===== src/rtl/loader_pkg.sv =====
// ---------------------------------------------------------------------------
// loader_pkg
// Shared types and constants for uart_program_loader and its byte receiver.
//   byte_t        : one serial byte
//   LOADER_SYNC   : frame sync byte
//   load_state_t  : loader FSM states (S_CSUM exists only when the
//                   LOADER_CHECKSUM_EN macro is defined)
//   rx_state_t    : byte receiver FSM states
// ---------------------------------------------------------------------------
package loader_pkg;

   typedef logic [7:0] byte_t;

   localparam byte_t LOADER_SYNC = 8'hA5;

   typedef enum logic [2:0] {
      S_IDLE  = 3'd0,
      S_COUNT = 3'd1,
      S_HI    = 3'd2,
      S_LO    = 3'd3,
`ifdef LOADER_CHECKSUM_EN
      S_CSUM  = 3'd4,
`endif
      S_RUN   = 3'd5
   } load_state_t;

   typedef enum logic [1:0] {
      RX_IDLE  = 2'd0,
      RX_START = 2'd1,
      RX_DATA  = 2'd2,
      RX_STOP  = 2'd3
   } rx_state_t;

endpackage


===== src/rtl/uart_byte_rx.sv =====
// ---------------------------------------------------------------------------
// uart_byte_rx
// 8N1 byte receiver: 2-flop synchronizer, falling-edge start detection with
// a half-bit re-check (glitch rejection), data sampled at bit centres LSB
// first. Strobes appear one cycle after the stop-bit sample.
// Ports:
//   clk, reset  : clock, asynchronous active-high reset
//   rx_i        : asynchronous serial input, idle high
//   byte_data   : last received byte (stable until the next byte shifts in)
//   byte_valid  : one-cycle strobe, stop bit was 1
//   frame_err   : one-cycle strobe, stop bit was 0 (byte must be discarded)
// ---------------------------------------------------------------------------
module uart_byte_rx
   import loader_pkg::*;
#(
   parameter int CLKS_PER_BIT = 868
) (
   input  logic  clk,
   input  logic  reset,
   input  logic  rx_i,
   output byte_t byte_data,
   output logic  byte_valid,
   output logic  frame_err
);

   localparam int CNT_W = $clog2(CLKS_PER_BIT + 1);
   localparam logic [CNT_W-1:0] FULL_LAST = CNT_W'(CLKS_PER_BIT - 1);
   localparam logic [CNT_W-1:0] HALF_LAST = CNT_W'(CLKS_PER_BIT / 2 - 1);

   logic             meta_q, sync_q, prev_q;
   rx_state_t        state_q, state_d;
   logic [CNT_W-1:0] cnt_q, cnt_d;
   logic [2:0]       bit_q, bit_d;
   byte_t            shift_q, shift_d;
   logic             valid_q, valid_d, ferr_q, ferr_d;
   logic             full_s, half_s;

   assign full_s = (cnt_q == FULL_LAST);
   assign half_s = (cnt_q == HALF_LAST);

   // Synchronizer chain plus one extra stage to see the falling edge
   always_ff @(posedge clk or posedge reset) begin
      if (reset) begin
         meta_q <= 1'b1;
         sync_q <= 1'b1;
         prev_q <= 1'b1;
      end else begin
         meta_q <= rx_i;
         sync_q <= meta_q;
         prev_q <= sync_q;
      end
   end

   // Receiver state register
   always_ff @(posedge clk or posedge reset) begin
      if (reset) begin
         state_q <= RX_IDLE;
      end else begin
         state_q <= state_d;
      end
   end

   // Receiver next-state logic
   always_comb begin
      state_d = state_q;
      case (state_q)
         RX_IDLE:  state_d = (prev_q && !sync_q) ? RX_START : RX_IDLE;
         // Line back high at the half-bit point means the edge was a glitch
         RX_START: state_d = half_s ? (sync_q ? RX_IDLE : RX_DATA) : RX_START;
         RX_DATA:  state_d = (full_s && (bit_q == 3'd7)) ? RX_STOP : RX_DATA;
         RX_STOP:  state_d = full_s ? RX_IDLE : RX_STOP;
         default:  state_d = RX_IDLE;
      endcase
   end

   // Bit timing, shifting and stop-bit evaluation
   always_comb begin
      cnt_d   = cnt_q + CNT_W'(1);
      bit_d   = bit_q;
      shift_d = shift_q;
      valid_d = 1'b0;
      ferr_d  = 1'b0;
      case (state_q)
         RX_IDLE: begin
            cnt_d = {CNT_W{1'b0}};
            bit_d = 3'd0;
         end
         RX_START: begin
            if (half_s) begin
               cnt_d = {CNT_W{1'b0}};
            end else begin
               cnt_d = cnt_q + CNT_W'(1);
            end
         end
         RX_DATA: begin
            if (full_s) begin
               cnt_d   = {CNT_W{1'b0}};
               shift_d = {sync_q, shift_q[7:1]};
               bit_d   = bit_q + 3'd1;
            end else begin
               cnt_d = cnt_q + CNT_W'(1);
            end
         end
         RX_STOP: begin
            if (full_s) begin
               cnt_d   = {CNT_W{1'b0}};
               valid_d = sync_q;
               ferr_d  = !sync_q;
            end else begin
               cnt_d = cnt_q + CNT_W'(1);
            end
         end
         default: cnt_d = {CNT_W{1'b0}};
      endcase
   end

   // Receiver datapath registers
   always_ff @(posedge clk or posedge reset) begin
      if (reset) begin
         cnt_q   <= {CNT_W{1'b0}};
         bit_q   <= 3'd0;
         shift_q <= 8'h00;
         valid_q <= 1'b0;
         ferr_q  <= 1'b0;
      end else begin
         cnt_q   <= cnt_d;
         bit_q   <= bit_d;
         shift_q <= shift_d;
         valid_q <= valid_d;
         ferr_q  <= ferr_d;
      end
   end

   assign byte_data  = shift_q;
   assign byte_valid = valid_q;
   assign frame_err  = ferr_q;

endmodule


===== src/rtl/uart_program_loader.sv =====
// ---------------------------------------------------------------------------
// uart_program_loader
// Receives a framed Thumb program over UART (A5, N, N halfwords high byte
// first, optional XOR checksum) and writes it into CPU instruction memory,
// holding the CPU in reset until a complete valid frame has arrived.
// Optional feature: define LOADER_CHECKSUM_EN to require the checksum byte.
// Ports:
//   clk, reset               : clock, asynchronous active-high reset
//   uart_rx                  : serial input, 8N1, idle high
//   cpu_reset                : 1 unless a valid program is loaded (RUN)
//   write_instruction_index  : target index of the current write
//   write_instruction        : halfword of the current write
//   write_valid              : one-cycle write strobe
//   load_error               : sticky bad-frame flag, cleared by a sync byte
//   busy                     : 1 while a frame is being received
// ---------------------------------------------------------------------------
module uart_program_loader
   import loader_pkg::*;
#(
   parameter int CLKS_PER_BIT = 868,
   parameter int START_INDEX  = 10,
   parameter int TIMEOUT_CLKS = 1_000_000
) (
   input  logic        clk,
   input  logic        reset,
   input  logic        uart_rx,
   output logic        cpu_reset,
   output logic [7:0]  write_instruction_index,
   output logic [15:0] write_instruction,
   output logic        write_valid,
   output logic        load_error,
   output logic        busy
);

   localparam int TMO_W = $clog2(TIMEOUT_CLKS + 1);
`ifdef LOADER_CHECKSUM_EN
   localparam load_state_t AFTER_LAST = S_CSUM;
`else
   localparam load_state_t AFTER_LAST = S_RUN;
`endif

   byte_t            rx_byte_s;
   logic             rx_valid_s, rx_ferr_s;
   load_state_t      state_q, state_d;
   byte_t            count_q, count_d, hw_q, hw_d, hi_q, hi_d, widx_q, widx_d;
   logic [15:0]      wdata_q, wdata_d;
   logic             wvalid_q, wvalid_d, err_q, err_d;
   logic             cpu_reset_q, cpu_reset_d, busy_q, busy_d;
   logic [TMO_W-1:0] tmo_q;
   logic             in_frame_s, tmo_s, abort_s, sync_s, last_s;
`ifdef LOADER_CHECKSUM_EN
   byte_t            csum_q, csum_d;
`endif

   uart_byte_rx #(.CLKS_PER_BIT(CLKS_PER_BIT)) u_rx (
      .clk       (clk),
      .reset     (reset),
      .rx_i      (uart_rx),
      .byte_data (rx_byte_s),
      .byte_valid(rx_valid_s),
      .frame_err (rx_ferr_s)
   );

   assign in_frame_s = (state_q != S_IDLE) && (state_q != S_RUN);
   assign tmo_s      = in_frame_s && (tmo_q == TMO_W'(TIMEOUT_CLKS - 1));
   // Framing errors and timeouts only matter inside a frame
   assign abort_s    = in_frame_s && (rx_ferr_s || tmo_s);
   assign sync_s     = rx_valid_s && (rx_byte_s == LOADER_SYNC);
   assign last_s     = ((hw_q + 8'd1) == count_q);

   // Loader state register
   always_ff @(posedge clk or posedge reset) begin
      if (reset) begin
         state_q <= S_IDLE;
      end else begin
         state_q <= state_d;
      end
   end

   // Loader next-state logic
   always_comb begin
      state_d = state_q;
      case (state_q)
         S_IDLE:  state_d = sync_s ? S_COUNT : S_IDLE;
         S_COUNT: begin
            if (abort_s)         state_d = S_IDLE;
            else if (rx_valid_s) state_d = (rx_byte_s == 8'd0) ? S_IDLE : S_HI;
            else                 state_d = S_COUNT;
         end
         S_HI: begin
            if (abort_s)         state_d = S_IDLE;
            else if (rx_valid_s) state_d = S_LO;
            else                 state_d = S_HI;
         end
         S_LO: begin
            if (abort_s)         state_d = S_IDLE;
            else if (rx_valid_s) state_d = last_s ? AFTER_LAST : S_HI;
            else                 state_d = S_LO;
         end
`ifdef LOADER_CHECKSUM_EN
         S_CSUM: begin
            if (abort_s)         state_d = S_IDLE;
            else if (rx_valid_s) state_d = (rx_byte_s == csum_q) ? S_RUN : S_IDLE;
            else                 state_d = S_CSUM;
         end
`endif
         S_RUN:   state_d = sync_s ? S_COUNT : S_RUN;
         default: state_d = S_IDLE;
      endcase
   end

   // Loader outputs and datapath next values
   always_comb begin
      count_d  = count_q;
      hw_d     = hw_q;
      hi_d     = hi_q;
      widx_d   = widx_q;
      wdata_d  = wdata_q;
      wvalid_d = 1'b0;
      err_d    = err_q;
`ifdef LOADER_CHECKSUM_EN
      csum_d   = csum_q;
`endif
      case (state_q)
         S_IDLE, S_RUN: begin
            if (sync_s) begin
               err_d = 1'b0;
               hw_d  = 8'd0;
`ifdef LOADER_CHECKSUM_EN
               csum_d = 8'h00;
`endif
            end else begin
               err_d = err_q;
            end
         end
         S_COUNT: begin
            if (abort_s) begin
               err_d = 1'b1;
            end else if (rx_valid_s) begin
               count_d = rx_byte_s;
               err_d   = (rx_byte_s == 8'd0);
            end else begin
               err_d = err_q;
            end
         end
         S_HI: begin
            if (abort_s) begin
               err_d = 1'b1;
            end else if (rx_valid_s) begin
               hi_d = rx_byte_s;
`ifdef LOADER_CHECKSUM_EN
               csum_d = csum_q ^ rx_byte_s;
`endif
            end else begin
               hi_d = hi_q;
            end
         end
         S_LO: begin
            if (abort_s) begin
               err_d = 1'b1;
            end else if (rx_valid_s) begin
               wvalid_d = 1'b1;
               // 8-bit add wraps the index silently past 255
               widx_d   = 8'(START_INDEX) + hw_q;
               wdata_d  = {hi_q, rx_byte_s};
               hw_d     = hw_q + 8'd1;
`ifdef LOADER_CHECKSUM_EN
               csum_d   = csum_q ^ rx_byte_s;
`endif
            end else begin
               wvalid_d = 1'b0;
            end
         end
`ifdef LOADER_CHECKSUM_EN
         S_CSUM: begin
            if (abort_s) begin
               err_d = 1'b1;
            end else if (rx_valid_s) begin
               err_d = (rx_byte_s != csum_q);
            end else begin
               err_d = err_q;
            end
         end
`endif
         default: err_d = err_q;
      endcase
      // Registered from the next state so cpu_reset/busy move one cycle after the strobe
      cpu_reset_d = (state_d != S_RUN);
      busy_d      = (state_d != S_IDLE) && (state_d != S_RUN);
   end

   // Loader datapath and output registers
   always_ff @(posedge clk or posedge reset) begin
      if (reset) begin
         count_q     <= 8'd0;
         hw_q        <= 8'd0;
         hi_q        <= 8'h00;
         widx_q      <= 8'(START_INDEX);
         wdata_q     <= 16'h0000;
         wvalid_q    <= 1'b0;
         err_q       <= 1'b0;
         cpu_reset_q <= 1'b1;
         busy_q      <= 1'b0;
`ifdef LOADER_CHECKSUM_EN
         csum_q      <= 8'h00;
`endif
      end else begin
         count_q     <= count_d;
         hw_q        <= hw_d;
         hi_q        <= hi_d;
         widx_q      <= widx_d;
         wdata_q     <= wdata_d;
         wvalid_q    <= wvalid_d;
         err_q       <= err_d;
         cpu_reset_q <= cpu_reset_d;
         busy_q      <= busy_d;
`ifdef LOADER_CHECKSUM_EN
         csum_q      <= csum_d;
`endif
      end
   end

   // Inter-byte timeout: counts idle cycles inside a frame
   always_ff @(posedge clk or posedge reset) begin
      if (reset) begin
         tmo_q <= {TMO_W{1'b0}};
      end else if (!in_frame_s || rx_valid_s || rx_ferr_s || tmo_s) begin
         tmo_q <= {TMO_W{1'b0}};
      end else begin
         tmo_q <= tmo_q + TMO_W'(1);
      end
   end

   assign cpu_reset               = cpu_reset_q;
   assign write_instruction_index = widx_q;
   assign write_instruction       = wdata_q;
   assign write_valid             = wvalid_q;
   assign load_error              = err_q;
   assign busy                    = busy_q;

endmodule


===== config.mk =====
export PLATFORM = sky130hd
export DESIGN_NAME = uart_program_loader
export DESIGN_NICKNAME = d
export VERILOG_FILES = /design/src/rtl/loader_pkg.sv /design/src/rtl/uart_byte_rx.sv /design/src/rtl/uart_program_loader.sv
export SDC_FILE = /design/constraint.sdc
export NUM_CORES = 1
export LEC_CHECK = 0
export CORE_ASPECT_RATIO = 0.75
export CORE_MARGIN = 2
export CORE_UTILIZATION = 50
export CTS_CLUSTER_SIZE = 12
export DETAILED_ROUTE_END_ITERATION = 7
export GPL_TIMING_DRIVEN = 0
export PLACE_DENSITY = 0.69
export SLEW_MARGIN = 20
export SYNTH_ARGS = -nofsm -noshare
export SYNTH_HDL_FRONTEND = slang
export SYNTH_SLANG_ARGS = --single-unit

===== constraint.sdc =====
create_clock -name clk -period 4.3 [get_ports clk]
set_input_delay 1.075 -clock clk [delete_from_list [all_inputs] [get_ports clk]]
set_output_delay 1.075 -clock clk [all_outputs]
set_load 0.05 [all_outputs]

Yosys cells after proc, flatten, opt, wreduce, memory -nomap -nowiden
Index checks and enable logic that the tools add are counted.
W data, S select, Z words.

storage, ports and cells
  input port bits = 3
  logic and storage cells = 117
  output and inout port bits = 28
  register bits after elaboration = 103

operators by class
  reductions and logical operators = 31
  bitwise operators = 1
  equal/unequal tests = 21
  $add $sub $neg = 5
  muxes and demuxes = 39

operators by type and width
  kind                     number
  $pmux W10 S3             1
  $mux W8                  3
  $add A20 B1 Y20 const B  1
  $eq A20 B20 Y1 const B   1
  $mux W10                 2
  $mux W20                 1
  $pmux W8 S2              1
  $mux W1                  15
  $mux W3                  5
  $pmux W3 S5              1
  $mux W2                  7
  $add A10 B1 Y10 const B  1
  $eq A10 B10 Y1 const B   1
  $eq A10 B9 Y1 const B    1
  $reduce_and A3 Y1        3
  $reduce_bool A3 Y1       3
  $add A4 B8 Y8 const A    1
  $add A8 B1 Y8 const B    1
  $eq A8 B8 Y1             1
  $eq A8 B8 Y1 const B     1
  $logic_not A8 Y1         1
  $pmux W2 S4              1
  $reduce_and A4 Y1        2
  $logic_and A1 B1 Y1      7
  20 further kinds         35

Longest topological paths before layout
Gate-level depths: netlist of run 1.

  depth after elaboration = 9
  mapped depth = 9

Modules after synthesis
A second synthesis of run 1 with hierarchy kept.

second synthesis, totals
  cells, all modules = 461
  area, all modules = 4958.5 um2

modules (own cells, without submodules)
  module               sequential area each (um2)  area an instance (um2)  instances  cells an instance
  uart_program_loader  1880.6                      3683.5                  1          354
  uart_byte_rx         704.4                       1275.0                  1          107

Worst setup path before layout of run 1
Ideal clock, no wire load.

  path kind = reg-to-reg
  from = reg hw_q[2]
  to = reg state_q[1]
  path buffers = 0
  setup time = 122 ps
  required time = 4178 ps
  arrival = 1893 ps
  cell stages (with the launch flop) = 8
  setup slack = 2285 ps
  cell sequence = dfrtp_1 -> ha_1 -> nand4_1 -> xnor2_1 -> o2111ai_1 -> nor4_1 -> nand4_1 -> a32o_1

on the way
  longest elaborated chain between the ends = 6

ends and longest elaborated chain
  element                   line                        text
  start: declaration        uart_program_loader.sv:45   byte_t count_q, count_d, hw_q, hw_d, hi_q, hi_d, widx_q, widx_d;
  start signal: assignment  uart_program_loader.sv:209  hw_q <= hw_d;
  $add A8 B1 Y8             uart_program_loader.sv:69   assign last_s = ((hw_q + 8'd1) == count_q);
  $eq A8 B8 Y1              uart_program_loader.sv:69
  $mux W3 (2 in a row)      uart_program_loader.sv:97   else if (rx_valid_s) state_d = last_s ? AFTER_LAST : S_HI;
  $mux W3                   uart_program_loader.sv:96   if (abort_s) state_d = S_IDLE;
  $pmux W3 S5               uart_program_loader.sv:83   case (state_q)
  net state_d[1]            uart_program_loader.sv:44   load_state_t state_q, state_d;
  end signal: assignment    uart_program_loader.sv:76   state_q <= state_d;
  end: declaration          uart_program_loader.sv:44

The timed path passes the listed nets, and every way through them passes these cells.
A chain may end at the register's enable or synchronous reset.

Worst setup path in the final report of run 1
  from = reg widx_q[1], in the netlist write_instruction_index[1]
  to = out write_instruction_index[1]

RTL lines
  element                   line                        text
  start: declaration        uart_program_loader.sv:45
  start signal: assignment  uart_program_loader.sv:198  widx_q <= 8'(START_INDEX);
  start signal: assignment  uart_program_loader.sv:211  widx_q <= widx_d;
  end: declaration          uart_program_loader.sv:28   output logic [7:0] write_instruction_index,

No word-level cell between the ends.

==> run_results.csv, run 1 <==
group,metric,value,unit
critical_path,worst-endpoint-arrival,1680,ps
logic_synthesis,yosysTopAreaCellShare,50.5,%
cts,ctsHtreeMaxLevel,3,
job,maxCapViolCount,0,
global_route,grt_pass1_vias,3231,
logic_synthesis,ys_ff_latch,103,
logic_synthesis,syn_avg_cell_area,10.6,um^2
pwr,powerDensity,347,mW/mm^2
critical_path,path_class,"reg2out",
critical_path,path_max_fanout,2,
critical_path,crit_path_end_kind,"output pin",
placement,dp_hpwl,6420,um
pwr,p_leak,2.54,nW
placement,io_buffers,30,
global_route,grt_usage,19.5,%
die,dieArea,0.0104,mm^2
routing,wl_per_cell,14.7,um
logic_synthesis,synth_flop_cell,"dfrtp_1",
logic_synthesis,seq_area_frac_synth,53.8,%
sta,setup_viol,0,
finish,area_delta_synth_final,16.6,%
sta,min_period,2760,ps
placement,place_area,0.00530,mm^2
sta,worst_slack,1540,ps
sta,relSlewSlack,65.2,%
critical_path,timing.critical_path.cells,"clkdlybuf4s50_1",
die,fp.coreArea,0.00920,mm^2
critical_path,slowest_delay,810,ps
finish,final_area,0.00560,mm^2
hold_path,hold_path_class,"reg2reg",
sta,maxSlewViolCount,0,
routing,dr.pass1.iters,4,
global_route,met2_usage,28.4,%
status,outcome,"complete, no violations",
routing,ant_nets,0,
finish,utilization,60.9,%
global_route,met3_usage,5.15,%
cts,root_buffer,"clkbuf_16",
critical_path,slowest_stage,"clkdlybuf4s50_1",
cts,path_clk_slew,70,ps
cts,cts_hold_buf,0,
logic_synthesis,synth.most_common_cell,"dfrtp_1",
global_route,grt_util_met1,28.2,%
sta,rsz0062_at_grt,"no",
logic_synthesis,synth_top_area_cell,"dfrtp_1",
finish,drive_above_1_share,16.0,%
sta,fin_skew,6.81,ps
pwr,irDropWorstVdd,275,uV
cts,cts_sinks,103,
cts,cts_resized,0,
routing,wl,9250,um
critical_path,cp.buffers_inverters,1,
logic_synthesis,syn_area,0.00480,mm^2
cts,cts_inserted_buffers,9,
die,dieHeight,88.9,um
logic_synthesis,yosysUniqueCellTypes,59,
logic_synthesis,syn_nets,463,
global_route,antenna_found_initial,0,
die,placementRows,30,
critical_path,critPathTopFamily,"buffers and inverters",
sta,clock.fmax,362,MHz
finish,nets,505,
logic_synthesis,yosys-top-cells-count,"dfrtp_1 (97), nand2_1 (60), nor2_1 (53)",
logic_synthesis,synth_warnings,0,
critical_path,critPathLaunchType,"register",
finish,fillers,767,
finish,antennaDiodeCount,0,
pwr,fin_total_pwr,1.94,mW
sta,worst_pin_slew,520,ps
cts,clk_path_buf_depth,2,
routing,vias,3301,
die,num_io_pins,31,
logic_synthesis,synthCells,453,
routing,drtIter0Drc,143,
global_route,grt_overflow_total,0,
logic_synthesis,synthArstFlopShare,100,%
routing,drc,0,
logic_synthesis,ys_top_cells_by_area,"dfrtp_1 (51%), mux2_2 (7.7%), nand2_1 (4.7%)",
cts,cts_tree,"built",
die,die_x,117,um
routing,via_per_inst,5.26,
placement,place.gp.congestion,0.838,
global_route,grt-busiest-layer,"met2",
cts,clk_latency,350,ps
sta,min_period_over_period,64.2,%
cts,post-cts-setup-buffers,0,
die,initial_core_util,52.2,%
global_route,grt_max_degree,76,
critical_path,cp.required,3220,ps
logic_synthesis,synth_edf_count,0,
sta,report.final.hold_viol_count,0,
global_route,grt_pass1_wl,15600,um
placement,pre_cts_slack,1910,ps
[state kept, by name (all words and copies together) (netlist names), 2 cells and up]
signal                   count
hw_q                         8
hi_q                         8
write_instruction_index      8
count_q                      8
tmo_q                       20
u_rx.bit_q                   3
u_rx.byte_data               8
state_q                      3
u_rx.state_q                 2
u_rx.cnt_q                  10
write_instruction           16
[cell type report]
class | instances | area (um^2) | share of cell area (%)
well taps | 128 | 160 | 2.86
clock buffers | 9 | 225 | 4.02
inverters | 13 | 53.8 | 0.960
repair buffers | 31 | 328 | 5.85
flip-flops and latches | 103 | 2580 | 46.1
clock inverters | 7 | 80.1 | 1.43
multi-input cells | 318 | 2080 | 37.1
plain buffers | 19 | 92.6 | 1.65
[per-layer routing]
| metal | share of wire, % | wire length (um) |
|---|---|---|
| met5 | 0 | 0 |
| met4 | 1.9 | 178 |
| met3 | 3.5 | 320 |
| met2 | 43 | 4000 |
| met1 | 51 | 4750 |
[per-stage QoR]
stage / hold slack (ps) / setup TNS, ps / instances
5_1_grt: 359 / 0 / 628
3_3_place_gp: 346 / -93480 / 611
2_1_floorplan: 345 / 0 / 453
6_report: 357 / 0 / 628
3_5_place_dp: 347 / 0 / 612
4_1_cts: 357 / 0 / 628
[power breakdown]
group | total (mW) | switching (mW) | internal [mW]
logic | 0.0922 | 0.0547 | 0.0375
registers | 1.02 | 0.0244 | 0.994
clock network | 0.831 | 0.372 | 0.459
[path summary, 6_finish.rpt]
check	slack [ps]	cells after the start	end	startpoint
max reg2reg	1940	7	state_q[1]$_DFF_PP0_	hw_q[2]$_DFFE_PP0P_
min	360	0	u_rx.sync_q$_DFF_PP1_	u_rx.meta_q$_DFF_PP1_
min in group asynchronous	1060	2	tmo_q[5]$_DFF_PP0_	reset
max	1540	1	write_instruction_index[1]	write_instruction_index[1]$_DFFE_PP1P_
max in group asynchronous	2570	3	write_instruction_index[1]$_DFFE_PP1P_	reset
min reg2reg	360	0	u_rx.sync_q$_DFF_PP1_	u_rx.meta_q$_DFF_PP1_
[cells by family after synthesis]
family / count (synthesis) / synth area share (%)
AO/OA/AOI/OAI: 58 / 8.62
flip-flops: 103 / 53.8
buffers and inverters: 32 / 2.94
AND/OR/NAND/NOR: 182 / 18.2
adder cells (fa/ha/maj): 7 / 1.82
multiplexers: 33 / 7.73
XOR/XNOR: 38 / 6.93
[layout by cell type (no fill, tap or decap), drive strengths merged, types with 2 or more instances in the layout]
cell | Yosys | layout
a21o | 3 | 3
a21oi | 8 | 8
a22o | 4 | 4
a31oi | 3 | 3
a32o | 3 | 3
and2 | 2 | 2
and3 | 5 | 5
and4 | 2 | 2
buf | 10 | 11
clkbuf | 9 | 18
clkdlybuf4s50 | 0 | 30
clkinv | 0 | 4
dfrtp | 97 | 97
dfstp | 6 | 6
ha | 7 | 7
inv | 13 | 15
mux2 | 33 | 33
nand2 | 61 | 61
nand2b | 5 | 5
nand3 | 17 | 17
nand4 | 8 | 8
nor2 | 54 | 54
nor3 | 8 | 8
nor3b | 3 | 3
nor4 | 4 | 4
o211ai | 2 | 2
o21ai | 22 | 22
o31ai | 4 | 4
or2 | 2 | 2
or3 | 8 | 8
xnor2 | 19 | 19
xor2 | 19 | 19
No activity file was read; power rests on OpenSTA's default activity.
==> inputs of run 2 (changes only) <==
--- a/config.mk
+++ b/config.mk
@@ -11,7 +11,7 @@
 export CTS_CLUSTER_SIZE = 12
 export DETAILED_ROUTE_END_ITERATION = 7
 export GPL_TIMING_DRIVEN = 0
-export PLACE_DENSITY = 0.69
+export PLACE_DENSITY = 0.72
 export SLEW_MARGIN = 20
 export SYNTH_ARGS = -nofsm -noshare
 export SYNTH_HDL_FRONTEND = slang
==> constraint.sdc (replaced) <==
create_clock -name clk -period 2.3 [get_ports clk]
set_input_delay 0.575 -clock clk [delete_from_list [all_inputs] [get_ports clk]]
set_output_delay 0.575 -clock clk [all_outputs]
set_load 0.05 [all_outputs]
==> run 2 against run 1 <==
Register-to-register slack got worse by 1800 ps. Hold slack got worse by 5.7 ps. Critical path depth did not move. Sequential power rose by 86%. Sequential cell count did not move.
==> run_results.csv, run 2 (synthesized netlist as in run 1, its figures left out) <==
group,metric,value,unit
sta,min_period,2250,ps
global_route,grt_max_degree,30,
sta,fin_skew,8.16,ps
pwr,fin_total_pwr,3.59,mW
finish,fillers,728,
die,num_io_pins,31,
job,maxCapViolCount,0,
die,placementRows,30,
critical_path,slowest_stage,"clkdlybuf4s50_1",
global_route,grt_usage,18.8,%
finish,regMostFlops,"tmo_q",
critical_path,cp.buffers_inverters,1,
sta,maxSlewViolCount,0,
routing,dr.pass1.iters,4,
sta,setup_viol,0,
sta,report.final.hold_viol_count,0,
critical_path,slowest_delay,790,ps
cts,path_clk_slew,70,ps
critical_path,cp.depth,1,
routing,wl,9080,um
routing,dr_wl_met3,285,um
critical_path,worst-endpoint-arrival,1670,ps
sta,clock.fmax,445,MHz
finish,fin_cells,630,
die,die_x,117,um
cts,cts_inserted_buffers,9,
sta,worst_pin_slew,571,ps
global_route,grt_overflow_total,0,
finish,largest_register_ffs,20,
critical_path,critPathLaunchType,"register",
critical_path,critPathTopFamily,"buffers and inverters",
hold_path,hold_depth,0,
routing,wl_per_cell,14.4,um
sta,fin_hold_ws,351,ps
routing,met2WireLength,4040,um
finish,area_delta_synth_final,17.7,%
routing,drc,0,
global_route,antenna_found_initial,0,
die,fp.coreArea,0.00920,mm^2
finish,final_cell_mix,"dfrtp_1 (97), nand2_1 (60), nor2_1 (52)",
critical_path,path_class,"reg2out",
finish,regArea,0.00258,mm^2
routing,dr.max_layer_used,"met4",
sta,relSlewSlack,61.8,%
cts,clk_path_buf_depth,2,
critical_path,cp.required,1730,ps
critical_path,timing.critical_path.cells,"clkdlybuf4s50_1",
finish,utilization,61.5,%
finish,drive_above_1_share,17.3,%
finish,multi_input_area,0.00210,mm^2
routing,drtIter0Drc,243,
placement,io_buffers,30,
routing,ant_nets,0,
routing,wl_met1,4660,um
finish,final_common_cell,"dfrtp_1",
critical_path,path_max_fanout,2,
global_route,grt_pass1_wl,15000,um
hold_path,hold_path_class,"reg2reg",
global_route,grt_pass1_vias,3054,
cts,clk_latency,350,ps
pwr,irDropWorstVdd,419,uV
sta,min_period_over_period,97.6,%
die,dieHeight,88.9,um
critical_path,ff2ff_path_depth,7,
cts,ctsHtreeMaxLevel,3,
status,outcome,"complete, no violations",
cts,root_buffer,"clkbuf_16",
die,dieArea,0.0104,mm^2
pwr,p_leak,2.55,nW
critical_path,crit_path_end_kind,"output pin",
finish,antennaDiodeCount,0,
pwr,powerDensity,634,mW/mm^2
cts,cts_tree,"built",
routing,vias,3322,
placement,place_inst,614,
cts,cts_sinks,103,
cts,cts_hold_buf,0,
routing,via_per_inst,5.27,
placement,place.gp.congestion,0.840,
finish,nets,507,
die,initial_core_util,52.2,%
placement,dp_hpwl,6430,um
sta,rsz0062_at_grt,"no",
-- run 2: cell types whose count changed in the layout (fill, tap and decap cells not counted), moves of 2 or more --
cell,previous run,this run
buf_12,0,3
clkbuf_1,8,6
clkinv_4,2,0
clkinv_2,2,0
inv_6,1,3
clkinvlp_4,0,2
-- run 2: final cells by class --
class                           count  area share, %
Sequential cell                   103           45.7
Inverter                           13          0.929
Multi-Input combinational cell    318           37.1
Timing Repair Buffer               34           6.50
Clock buffer                       10           4.23
Tap cell                          128           2.83
Buffer                             18           1.64
Clock inverter                      6           1.08
-- run 2: per-stage QoR --
step	worst slack, ps	area [um^2]	setup TNS, ps
final	54.4	5660	0
after detailed placement	-73.7	5330	-125
after floorplan	285	4810	0
after global routing	7.72	5660	0
after CTS	9.51	5640	0
after global placement	-507	5270	-49300
-- run 2: metal layers --
metal	track usage, %	vias to the layer above
met5	0	-
met4	5.88	0
met3	4.61	6
met2	27.4	60
met1	28.0	1612
li1	-	1644
-- run 2: path summary, 6_finish.rpt --
check	slack [ps]	startpoint	end
setup / recovery	50	write_instruction_index[1]$_DFFE_PP1P_	write_instruction_index[1]
max in group asynchronous	740	reset	u_rx.byte_data[1]$_DFFE_PP0P_
setup reg to reg	100	hw_q[2]$_DFFE_PP0P_	state_q[1]$_DFF_PP0_
min in group asynchronous	630	reset	tmo_q[2]$_DFF_PP0_
hold / removal	350	u_rx.meta_q$_DFF_PP1_	u_rx.sync_q$_DFF_PP1_
hold reg to reg	350	u_rx.meta_q$_DFF_PP1_	u_rx.sync_q$_DFF_PP1_
-- run 2: repair_timing --
item                       4_1_cts  5_1_grt
gates resized for setup          2        5
pin swaps                        0        2
setup endpoints to repair        2       20
buffers inserted                 0        1
-- run 2: where the power goes --
part	switching, mW	internal (mW)
Sequential	0.0447	1.86
Combinational	0.0995	0.0752
Clock	0.717	0.793
Total	0.862	2.73
==> patch 1, RTL diff (config.mk and constraints of run 1) <==
Make the reset (`reset`) synchronous in 6 clocked blocks. Comments in the files are not updated.
--- a/src/rtl/uart_byte_rx.sv
+++ b/src/rtl/uart_byte_rx.sv
@@ -40,5 +40,5 @@
 
    // Synchronizer chain plus one extra stage to see the falling edge
-   always_ff @(posedge clk or posedge reset) begin
+   always_ff @(posedge clk) begin
       if (reset) begin
          meta_q <= 1'b1;
@@ -53,5 +53,5 @@
 
    // Receiver state register
-   always_ff @(posedge clk or posedge reset) begin
+   always_ff @(posedge clk) begin
       if (reset) begin
          state_q <= RX_IDLE;
@@ -116,5 +116,5 @@
 
    // Receiver datapath registers
-   always_ff @(posedge clk or posedge reset) begin
+   always_ff @(posedge clk) begin
       if (reset) begin
          cnt_q   <= {CNT_W{1'b0}};
--- a/src/rtl/uart_program_loader.sv
+++ b/src/rtl/uart_program_loader.sv
@@ -70,5 +70,5 @@
 
    // Loader state register
-   always_ff @(posedge clk or posedge reset) begin
+   always_ff @(posedge clk) begin
       if (reset) begin
          state_q <= S_IDLE;
@@ -191,5 +191,5 @@
 
    // Loader datapath and output registers
-   always_ff @(posedge clk or posedge reset) begin
+   always_ff @(posedge clk) begin
       if (reset) begin
          count_q     <= 8'd0;
@@ -222,5 +222,5 @@
 
    // Inter-byte timeout: counts idle cycles inside a frame
-   always_ff @(posedge clk or posedge reset) begin
+   always_ff @(posedge clk) begin
       if (reset) begin
          tmo_q <= {TMO_W{1'b0}};
Formal check against the unedited RTL: no difference found for any inputs over 10 cycles, from zero or initial values and one cycle with reset high; that may be too few to reach the edited logic, so the function may still have changed.
==> patch 1 against run 1 <==
- synthesized cell count up 14%
- setup slack worse by 190 ps
- hold slack better by 56 ps
- first-iteration DRC count up 46%
- via count is 11% higher
- sequential cell count is the same
- fmax decreased by 6.4%
- clock skew up 1.2 ps
- area after synthesis fell by 6.2%
- routed wire length grew 5.9%
- final area decreased by 6.9%
Power is not compared: it rests on default switching activity, and its combinational part moved more than twofold at a synthesized area within 25%.
==> patch 1: results (changes against run 1) <==
| Metric | Value |
|---|---|
| Run status | `complete, no violations` |
| Crit Reg-Reg Startpoint | `hw_q[2]` |
| Top_reg_cell synth | `dfxtp_1` |
| Final WL | `9801 um (+5.9%)` |
| Layout Skew | `7.986 ps (+1.174 ps)` |
| Post-synth ARST share | `0% (-100 points)` |
| Largest register by flop count | `tmo_q` |
| Internal | `1358 uW` |
| Worst setup endpoint | `cpu_reset` |
| DRT iter0 DRCs | `209 (+46%)` |
| Placed Area | `0.004941 sq mm (-6.7%)` |
| Global-route wire length before repair | `16660 um (+7.0%)` |
| Worst EP arrival | `3180 ps (+1500 ps)` |
| Clock Latency Late Sink | `350 ps (about the same)` |
| Number of H-tree levels | `3 (unchanged)` |
| Clk buf depth | `2 (unchanged)` |
| Ys Warns | `0 (unchanged)` |
| Synth top area cells | `dfxtp_1, nor2_1, mux2i_1` |
| Max FFs per register | `20 (unchanged)` |
| Layout Nets | `568 (+12%)` |
| Largest net degree at the start of global routing | `19 (-75%)` |
| Leakage | `0.001911 uW` |
| Max Fanout on Critical Path | `8 (+6)` |
| Clock transition at path regs | `70 ps (about the same)` |
| Setup bufs post-CTS | `0 (unchanged)` |
| Max transition margin | `40.18% (-25 points)` |
| Tot GR Track Use | `21.54% (+2.0 points)` |
| # port buffers | `30 (unchanged)` |
| Post-synth EDFFs | `0 (unchanged)` |
| R2R Setup Slk | `1350 ps (-590 ps)` |
| Peak supply drop | `293.5 uV` |
| Fillers | `766 (-0.13%)` |
| Seq/Total Area, Yosys | `45.77% (-8.0 points)` |
| Drt pass-1 iters | `4 (unchanged)` |
| CTS Root Cell | `clkbuf_16` |
| Diodes inserted | `0 (unchanged)` |
| CTS resizes | `0 (unchanged)` |
| Endpoints failing setup | `0 (unchanged)` |
| Ratio of cells with drive above 1 in the final layout | `7.460% (-8.5 points)` |
| Vias in the first global route | `3522 (+9.0%)` |
| CP Launch Point | `hw_q[2]` |
| R2r worst-path depth | `7 (unchanged)` |
| Most common library cells after synthesis | `dfxtp_1, nor2_1, nand2_1` |
| Antenna violations before repair | `0 (unchanged)` |
| Syn_nets | `527 (+14%)` |
| Vias per cell | `5.438 (+3.5%)` |
| Gpl congestion | `0.8499 (+1.4%)` |
| Worst Hold Class | `flip-flop to flip-flop` |
| Total clock buffers created by CTS | `9 (unchanged)` |
| Synth cell types | `58 (-1.7%)` |
| DP HPWL | `7146 um (+11%)` |
| Tmin final | `2948 ps (+189.4 ps)` |
patch 1: cell count changes after synthesis, sizes merged, moves of 5 or more:
cell,run 1,this run
a211oi,0,8
dfxtp,0,103
a21oi,8,39
o21ai,22,11
mux2i,0,26
dfstp,6,0
dfrtp,97,0
nand3b,0,5
nor2,54,84
clkbuf,9,17
mux2,33,0
nand3,17,23
patch 1: power groups by stage:
stage,combinational [uW],sequential (uW),clock (uW)
global placement,22.5,978,0
finish,23.7,956,765
global route,26.2,956,821
CTS,23.7,956,782
floorplan,13.8,978,0
detailed placement,23.7,978,0
patch 1: worst min path at each step:
stage / from / to / slack [ps] / depth (start not counted)
after global routing: u_rx.meta_q / u_rx.sync_q / 430 / 1
after CTS: u_rx.meta_q / u_rx.sync_q / 410 / 1
after global placement: u_rx.meta_q / u_rx.sync_q / 390 / 1
after floorplan: u_rx.meta_q / u_rx.sync_q / 390 / 1
final: u_rx.meta_q / u_rx.sync_q / 410 / 1
after detailed placement: u_rx.meta_q / u_rx.sync_q / 390 / 1
patch 1: kinds of logic (layout without fill, tap and decap cells):
logic type | Yosys count | after routing | synth area share (%)
mux | 26 | 26 | 5.776
buf+inv | 37 | 83 | 3.999
compound gates | 79 | 79 | 10.97
flops | 103 | 103 | 45.77
simple gates | 224 | 224 | 23.58
fa+ha+maj | 7 | 7 | 1.944
xor+xnor | 41 | 41 | 7.970
patch 1: layer usage:
layer | wire [um] | part of all wire (%) | GRT usage (%)
met5 | 0 | 0 | 0
met4 | 113 | 1.2 | 6.874
met3 | 377 | 3.8 | 4.825
met2 | 4240 | 43 | 32.28
met1 | 5070 | 52 | 31.05
patch 1: final cells by class:
| class | count | area, sq um | share of cell area, % |
|---|---|---|---|
| Clock inverter | 7 | 52.55 | 1.007 |
| Sequential cell | 103 | 2062 | 39.51 |
| Timing Repair Buffer | 30 | 300.3 | 5.754 |
| Clock buffer | 9 | 225.2 | 4.316 |
| Multi-Input combinational cell | 377 | 2263 | 43.37 |
| Inverter | 10 | 37.54 | 0.7193 |
| Tap cell | 108 | 135.1 | 2.589 |
| Buffer | 27 | 142.6 | 2.733 |
patch 1: per-stage QoR:
step	util [%]	total power, uW	cells
floorplan	-	991.8	517
global placement	57.46	1001	655
detailed placement	57.46	1002	655
CTS	60.69	1761	671
global route	60.69	1803	671
finish	60.69	1744	671
patch 1: worst max-delay path, stage by stage (launching register included):
cell and delay, ps:
dfxtp_1 440, ha_1 310, nand4_1 260, nor4b_1 350, a21oi_1 80, nor4_1 780, a22oi_1 270, a211o_1 350
==> patch 2, RTL diff (settings of run 1) <==
Made on the original files. `CLKS_PER_BIT` is set to 868 in 2 places; all go to 3472.
--- a/src/rtl/uart_byte_rx.sv
+++ b/src/rtl/uart_byte_rx.sv
@@ -14,5 +14,5 @@
    import loader_pkg::*;
 #(
-   parameter int CLKS_PER_BIT = 868
+   parameter int CLKS_PER_BIT = 3472
 ) (
    input  logic  clk,
--- a/src/rtl/uart_program_loader.sv
+++ b/src/rtl/uart_program_loader.sv
@@ -18,5 +18,5 @@
    import loader_pkg::*;
 #(
-   parameter int CLKS_PER_BIT = 868,
+   parameter int CLKS_PER_BIT = 3472,
    parameter int START_INDEX  = 10,
    parameter int TIMEOUT_CLKS = 1_000_000
Formal check against the unedited RTL: same outputs for any inputs over 10 cycles, from zero or initial values and one cycle with reset high; that may be too few to reach the edited logic, so the function may still have changed.
==> patch 2 against run 1 <==
- non-clock buffer count is 1 lower
- global-route usage is 0.28 points lower
- total power is 1.5% higher
- count of clock-buffer cells in the layout stayed put
- final area is 1.8% higher
- sequential cell count is 2 higher
- routed wire length is 2.1% higher
- hold slack better by 3.3 ps
- area after synthesis is 2.0% higher
- via count is 2.5% higher
- clock power is 2% higher
- first-iteration DRC count is 10% higher
- final cell count is 2.4% higher
- setup slack better by 12 ps
- critical endpoint unchanged
- largest cell class unchanged
==> patch 2: results (changes against run 1) <==
| Metric | Value |
|---|---|
| Run status | `complete, no violations` |
| Leakage | `0.002626 uW (+3.5%)` |
| Clock Latency Late Sink | `350 ps (about the same)` |
| Most common library cells after synthesis | `dfrtp_1, nand2_1, nor2_1` |
| Placed Area | `0.005398 sq mm (+1.9%)` |
| Top_reg_cell synth | `dfrtp_1` |
| Fillers | `845 (+10%)` |
| CP Launch Point | `write_instruction_index[1]` |
| Largest register by flop count | `tmo_q` |
| Peak supply drop | `240.1 uV (-13%)` |
| Min-delay src | `u_rx.meta_q` |
| Dpl cells | `627 (+2.5%)` |
| Synth top area cells | `dfrtp_1, nand2_1, mux2_2` |
| Worst EP arrival | `1670 ps` |
| Finished Layout Cells | `643 (+2.4%)` |
| Max transition margin | `63.16% (-2.1 points)` |
| Seq/Total Area, Yosys | `53.78% (about the same)` |
| Layout Nets | `515 (+2.0%)` |
| Max FFs per register | `20 (unchanged)` |
| Antenna violations before repair | `0 (unchanged)` |
| R2R Setup Slk | `1890 ps (-50 ps)` |
| Gpl congestion | `0.8490 (+1.3%)` |
| Worst Hold Class | `flip-flop to flip-flop` |
| Ratio of cells with drive above 1 in the final layout | `15.46% (-0.54 points)` |
| Pwr dens | `345.7 mW/mm^2 (-0.27%)` |
| Drt pass-1 iters | `4 (unchanged)` |
| Syn Inst Count | `464 (+2.4%)` |
| DRT iter0 DRCs | `158 (+10%)` |
| DP HPWL | `6409 um (-0.21%)` |
| Vias per cell | `5.261 (about the same)` |
| Vias in the first global route | `3350 (+3.7%)` |
| Syn_nets | `473 (+2.2%)` |
| Global-route wire length before repair | `16510 um (+6.0%)` |
| Worst path max stage delay | `790 ps (-20 ps)` |
| Largest net degree at the start of global routing | `59 (-22%)` |
| Top Family by Delay on Critical Path | `buffers and inverters` |
| R2r endpoint | `state_q[0]` |
| Final WL | `9448 um (+2.1%)` |
| Layout Skew | `8.567 ps (+1.756 ps)` |
| Tot GR Track Use | `19.27% (-0.28 points)` |
[patch 2: changes by cell type in the layout (fill, tap and decap cells not counted), sizes merged, moves of 5 or more]
cell	delta
nand2	+26
mux2	-8
or3	-6
nor2	+5
o21ai	-5
[patch 2: kinds of logic after synthesis]
kind of cell | Yosys count | share of synthesized area [%]
adders and majority gates | 6 | 1.532
buffers and inverters | 25 | 3.218
xor gates and xnor gates | 44 | 8.146
AOI/OAI and AO/OA | 51 | 7.278
DFF | 105 | 53.78
muxes | 25 | 5.746
and+or+nand+nor | 208 | 20.30
[patch 2: layout make-up]
class	instances	share of cell area, %
buffer	18	2.259
clock buffer	9	3.948
tap	132	2.895
inverter	7	0.5922
sequential	105	46.19
timing repair buffer	31	5.747
multi-input combinational	334	36.94
clock inverter	7	1.426
[patch 2: where the power goes]
| part | internal [uW] | switching (uW) | total, uW |
|---|---|---|---|
| Combinational | 35.8 | 53.6 | 89.3 |
| Sequential | 1010 | 21.8 | 1030 |
| Clock | 463 | 385 | 848 |
[patch 2: how the worst min path moves through the flow]
stage | endpoint | slack, ps | cells after the start
after floorplan | u_rx.sync_q | 350 | 0
after global placement | u_rx.sync_q | 350 | 0
after detailed placement | u_rx.sync_q | 350 | 0
after CTS | u_rx.sync_q | 360 | 0
after global routing | u_rx.sync_q | 360 | 0
final | u_rx.sync_q | 360 | 0
[patch 2: stage by stage]
stage / TNS, ps / setup slack (ps)
after floorplan: 0 / 474.4
after global placement: -108280 / -1095
after detailed placement: 0 / 1919
after CTS: 0 / 1540
after global routing: 0 / 1505
final: 0 / 1553
[patch 2: per-layer routing]
| layer | global-route usage (%) | routed length (um) |
|---|---|---|
| met1 | 28.31 | 4817 |
| met2 | 28.81 | 4255 |
| met3 | 5.266 | 296 |
| met4 | 3.916 | 79 |
| met5 | 0 | 0 |
